File: src/rtl/usr_shift_controller.sv
// Command sequencer for a universal shift register: expands LOAD/SHR/SHL/ROTL
// commands into per-cycle mode-select and serial/parallel drive, then pulses done.
module usr_shift_controller #(
  parameter int WIDTH = 4,
  parameter int CNT_W = 3
) (
  input  logic             CLK,
  input  logic             Clear_b,
  input  logic             cmd_valid,
  output logic             cmd_ready,
  input  logic [1:0]       cmd_op,
  input  logic [WIDTH-1:0] cmd_data,
  input  logic [CNT_W-1:0] cmd_count,
  input  logic             cmd_fill,
  input  logic [WIDTH-1:0] sr_q,
  output logic [1:0]       sel_line,
  output logic [WIDTH-1:0] par_in,
  output logic             msb_in,
  output logic             lsb_in,
  output logic             busy,
  output logic             done
);

  localparam logic [1:0] S_IDLE  = 2'd0;
  localparam logic [1:0] S_LOAD  = 2'd1;
  localparam logic [1:0] S_SHIFT = 2'd2;
  localparam logic [1:0] S_DONE  = 2'd3;

  localparam logic [1:0] OP_LOAD = 2'b00;
  localparam logic [1:0] OP_SHR  = 2'b01;
  localparam logic [1:0] OP_SHL  = 2'b10;
  localparam logic [1:0] OP_ROTL = 2'b11;

  localparam logic [1:0] SEL_HOLD  = 2'b00;
  localparam logic [1:0] SEL_RIGHT = 2'b01;
  localparam logic [1:0] SEL_LEFT  = 2'b10;
  localparam logic [1:0] SEL_LOAD  = 2'b11;

  logic [1:0]       state;
  logic [1:0]       op_q;
  logic [WIDTH-1:0] data_q;
  logic [CNT_W-1:0] rem;
  logic             fill_q;

  // Only the MSB of the live register value feeds the rotate path.
  logic unused_sr;
  assign unused_sr = ^sr_q[WIDTH-2:0];

  // NOTE: sequential state uses non-blocking assignments so every register
  // samples the pre-edge values, independent of statement order.
  always_ff @(posedge CLK or negedge Clear_b) begin
    if (!Clear_b) begin
      state  <= S_IDLE;
      op_q   <= OP_LOAD;
      data_q <= '0;
      rem    <= '0;
      fill_q <= 1'b0;
    end else begin
      case (state)
        S_IDLE: begin
          if (cmd_valid) begin
            op_q   <= cmd_op;
            data_q <= cmd_data;
            rem    <= cmd_count;
            fill_q <= cmd_fill;
            if (cmd_op == OP_LOAD)          state <= S_LOAD;
            else if (cmd_count == '0)       state <= S_DONE;
            else                            state <= S_SHIFT;
          end
        end
        S_LOAD:  state <= S_DONE;
        S_SHIFT: begin
          rem <= rem - CNT_W'(1);
          if (rem == CNT_W'(1)) state <= S_DONE;
        end
        default: state <= S_IDLE;
      endcase
    end
  end

  // NOTE: every output gets a default before the case so no latch is inferred.
  always_comb begin
    cmd_ready = 1'b0;
    sel_line  = SEL_HOLD;
    par_in    = '0;
    msb_in    = 1'b0;
    lsb_in    = 1'b0;
    busy      = 1'b0;
    done      = 1'b0;
    case (state)
      S_IDLE: cmd_ready = 1'b1;
      S_LOAD: begin
        busy     = 1'b1;
        sel_line = SEL_LOAD;
        par_in   = data_q;
      end
      S_SHIFT: begin
        busy = 1'b1;
        case (op_q)
          OP_SHR: begin
            sel_line = SEL_RIGHT;
            msb_in   = fill_q;
          end
          OP_SHL: begin
            sel_line = SEL_LEFT;
            lsb_in   = fill_q;
          end
          OP_ROTL: begin
            // Rotate feedback is taken live from the register, not captured.
            sel_line = SEL_LEFT;
            lsb_in   = sr_q[WIDTH-1];
          end
          default: sel_line = SEL_HOLD;
        endcase
      end
      default: done = 1'b1;
    endcase
  end

endmodule
File: config.mk
export PLATFORM = sky130hd
export DESIGN_NAME = usr_shift_controller
export DESIGN_NICKNAME = d
export VERILOG_FILES = /design/src/rtl/usr_shift_controller.sv
export SDC_FILE = /design/constraint.sdc
export NUM_CORES = 1
export LEC_CHECK = 0
export BUFFER_PORTS_ARGS = -buffer_cell sky130_fd_sc_hd__buf_2
export CORE_UTILIZATION = 30
export DETAILED_ROUTE_END_ITERATION = 8
export SLEW_MARGIN = 20
export SYNTH_ARGS = -nofsm -noshare
export SYNTH_HDL_FRONTEND = slang
export SYNTH_SLANG_ARGS = --single-unit
File: constraint.sdc
create_clock -name CLK -period 1.6 [get_ports CLK]
set_input_delay 0.08 -clock CLK [delete_from_list [all_inputs] [get_ports CLK]]
set_output_delay 0.08 -clock CLK [all_outputs]
set_load 0.01 [all_outputs]
==> summary.md <==
| Metric | Value |
|---|---|
| Initial antenna violation count | 0 |
| Switching part of the total | 39.5% |
| Final clock skew | 0.00149 ns |
| Status | finished clean |
| Final Hold Fails | 0 |
| Synthesis Warnings | 0 |
| WS Path Type | register to primary output |
| Total Die Area | 0.00278 mm^2 |
| Setup_tns | 0 ns |
| Ant diodes | 0 |
| P_leak | 0.498 nW |
| R2r setup slk | 0.10 ns |
| CP required | 1.52 ns |
| Worst setup EP type | primary output |
| Critical-path top delay cell | dfrtp_2 |
| Setup ws final | 0.0742 ns |
| Placed cells | 127 |
| Clock tree from TritonCTS | done |
| DP Worst Slack | 0.0505 ns |
| Clock root cell | clkbuf_4 |
| Floorplan row count | 18 |
| Via Count | 624 |
| Pwr/cell area | 2010 mW/mm^2 |
| Port buffer count | 24 |
| Cells after Synth | 73 |
| Async SR Flop Fraction | 100% |
| Reg clk slew, reported paths | 0.08 ns |
| Max Freq | 0.655 GHz |
| Slew @ Worst Pin | 0.283 ns |
| Post-synth net total | 97 |
| Final Cycle Share | 95.4% |
| WL/cell | 11.7 um |
| Initial DRT Pass Iterations | 3 |
| Net Sw Power | 0.781 mW |
| Maximum vdd drop | 846 uV |
| Period minus WS final | 1.53 ns |
| Largest cells by area after synthesis | dfrtp_1 (39%), ha_1 (11%), mux2_2 (10%), inv_1 (3.9%), a21oi_1 (3.2%) |
| Total GRT Usage | 12.8% |
| Sequential share of the synthesized area | 39.0% |
| CP most frequent cell | inv_1 |
| Num ports | 28 |
| DRC | 0 |
| Sequential Power Share | 29.5% |
| First-pass GRT wire length | 2500 um |
| Fill count | 255 |
| Hold path cells | 2 |
| DIE HEIGHT | 52.7 um |
| Total CTS buffers | 3 |
| Worst-path maximum fanout | 5 |
| Routed WL | 1540 um |
| Seq cells post-synth | 12 |
| Main synth FF type | dfrtp_1 |
| Final setup fails | 0 |
| Final #Nets | 127 |
| Finished Core Util | 40.2% |
| Post-DRT Antenna Nets | 0 |
| Clock share of power | 12.2% |
| Synth top area share | 39.0% |
| Worst hold path class | input pin to register |
| Vias in the first global route | 575 |
| CP Cell Sequence | inv_1 -> ha_2 -> inv_1 -> a21oi_1 -> buf_2 |
| R2R Path End | state[1] |
| Post-synth top cells | dfrtp_1 (12), inv_1 (8), ha_1 (7), mux2_2 (7), a21oi_1 (5) |
| Placed Area | 918 um^2 |
| Largest net degree at the start of global routing | 13 |
| Starting Density | 31.4% |
| Worst Hold Path EP | data_q[1] |
| Worst hold margin | 0.0319 ns |
| Sink Count | 12 |
| Worst Path Arrival | 1.45 ns |
| Design Area, Final | 986 um^2 |
| Pint | 1.20 mW |
| Count of cell types in the netlist | 30 |
| Syn-to-layout area delta | 27.9% |
| Critical R2R Launch | state[1] |
| Leading area contributor after synthesis | dfrtp_1 |
| Max-slew headroom | 81.1% |
| Logic gate share of total power | 58.3% |
| Power Total | 1.98 mW |
| Share of layout cells above drive strength 1 | 47.1% |
| Most frequent cell after synthesis | dfrtp_1 |
| Mapped Area | 771 um^2 |
| CP peak stage delay | 0.43 ns |
| Pins Over Slew Limit | 0 |
| Finished Layout Cells | 132 |
| Crit start category | register |
| Syn avg cell area | 10.6 um^2 |
| Number of enable flip-flop cells after synthesis | 0 |
| Core Region | 0.00245 mm^2 |
| H-Tree Level Count | 1 |
| Maxcap violations | 0 |
| Hold Crit Start | cmd_data[1] |
| DR iter-0 viols | 12 |
| Reg2Reg Depth | 5 |
| Die width | 52.7 um |
| Max Root-Sink Buffers | 2 |
| Overflow after GRT | 0 |
| Vias per inst | 4.73 |
| Clk_lat worst skew | 0.27 ns |
| Hpwl dp | 1180 um |
| GPL Wtd Cong | 0.702 |
logic make-up after synthesis:
| group | share of synthesized area (%) |
|---|---|
| flip-flops | 39.0 |
| adder cells (fa/ha/maj) | 11.4 |
| multiplexers | 13.5 |
| buffers and inverters | 7.14 |
| AND/OR/NAND/NOR | 14.0 |
| AO/OA/AOI/OAI | 15.1 |
layer usage:
layer | GRT usage (%) | up-vias | routed length [um]
met4 | 9.21 | 0 | 13
met5 | 0 | - | 0
met2 | 18.1 | 15 | 678
met3 | 3.48 | 2 | 87
li1 | - | 312 | -
met1 | 16.5 | 295 | 763
cells in the final DEF (no fill, tap or decap), drive strengths merged, types with 2 or more instances in the layout:
cell type,netlist,final
buf,1,26
dfrtp,12,12
inv,8,8
mux2,8,8
ha,7,7
a21oi,6,6
and2,4,4
nand2,4,4
clkbuf,1,4
nor2,3,3
or2,2,2
o21ai,2,2
nand2b,2,2
layout make-up:
cell class / count / area (um^2) / share of cell area [%]
Clock buffer: 4 / 36.3 / 3.68
Timing Repair Buffer: 27 / 145 / 14.7
Sequential cell: 12 / 302 / 30.6
Multi-Input combinational cell: 51 / 435 / 44.2
Tap cell: 30 / 37.5 / 3.81
Inverter: 8 / 30.0 / 3.05
how the worst max path moves through the flow:
stage	start	end	slack, ns	cells past startpoint
2_1_floorplan	state[0]	state[1]	0.08	6
3_3_place_gp	state[1]	op_q[1]	0.07	4
3_5_place_dp	state[1]	state[1]	0.05	5
4_1_cts	state[1]	op_q[0]	0.04	4
5_1_grt	state[1]	sel_line[0]	-0.02	5
6_report	state[1]	sel_line[0]	0.07	5
flip-flops by register name, summed over array words and instances (netlist names):
signal and count:
data_q 4, rem 3, op_q 2, state 2, fill_q 1
critical path: cells and delay by family, from the launching register on:
kind | cells | cell delay, ns
adders and majority gates | 1 | 0.35
buffers and inverters | 3 | 0.30
AOI/OAI and AO/OA | 1 | 0.10
DFF | 1 | 0.43
timing repair:
item,4_1_cts,5_1_grt
resized for setup,1,4
setup endpoints to repair,3,15
setup buffers,0,0
hold buffers,1,0
endpoints found under the hold margin,12,0
power by group through the flow:
stage | combinational, mW | sequential, mW | clock (mW)
after detailed placement | 1.11 | 0.578 | 0
after floorplan | 0.867 | 0.556 | 0
after CTS | 1.13 | 0.573 | 0.257
after global placement | 1.09 | 0.572 | 0
final | 1.15 | 0.583 | 0.242
after global routing | 1.27 | 0.606 | 0.267
Note: power is estimated with default switching activity, not from simulation.
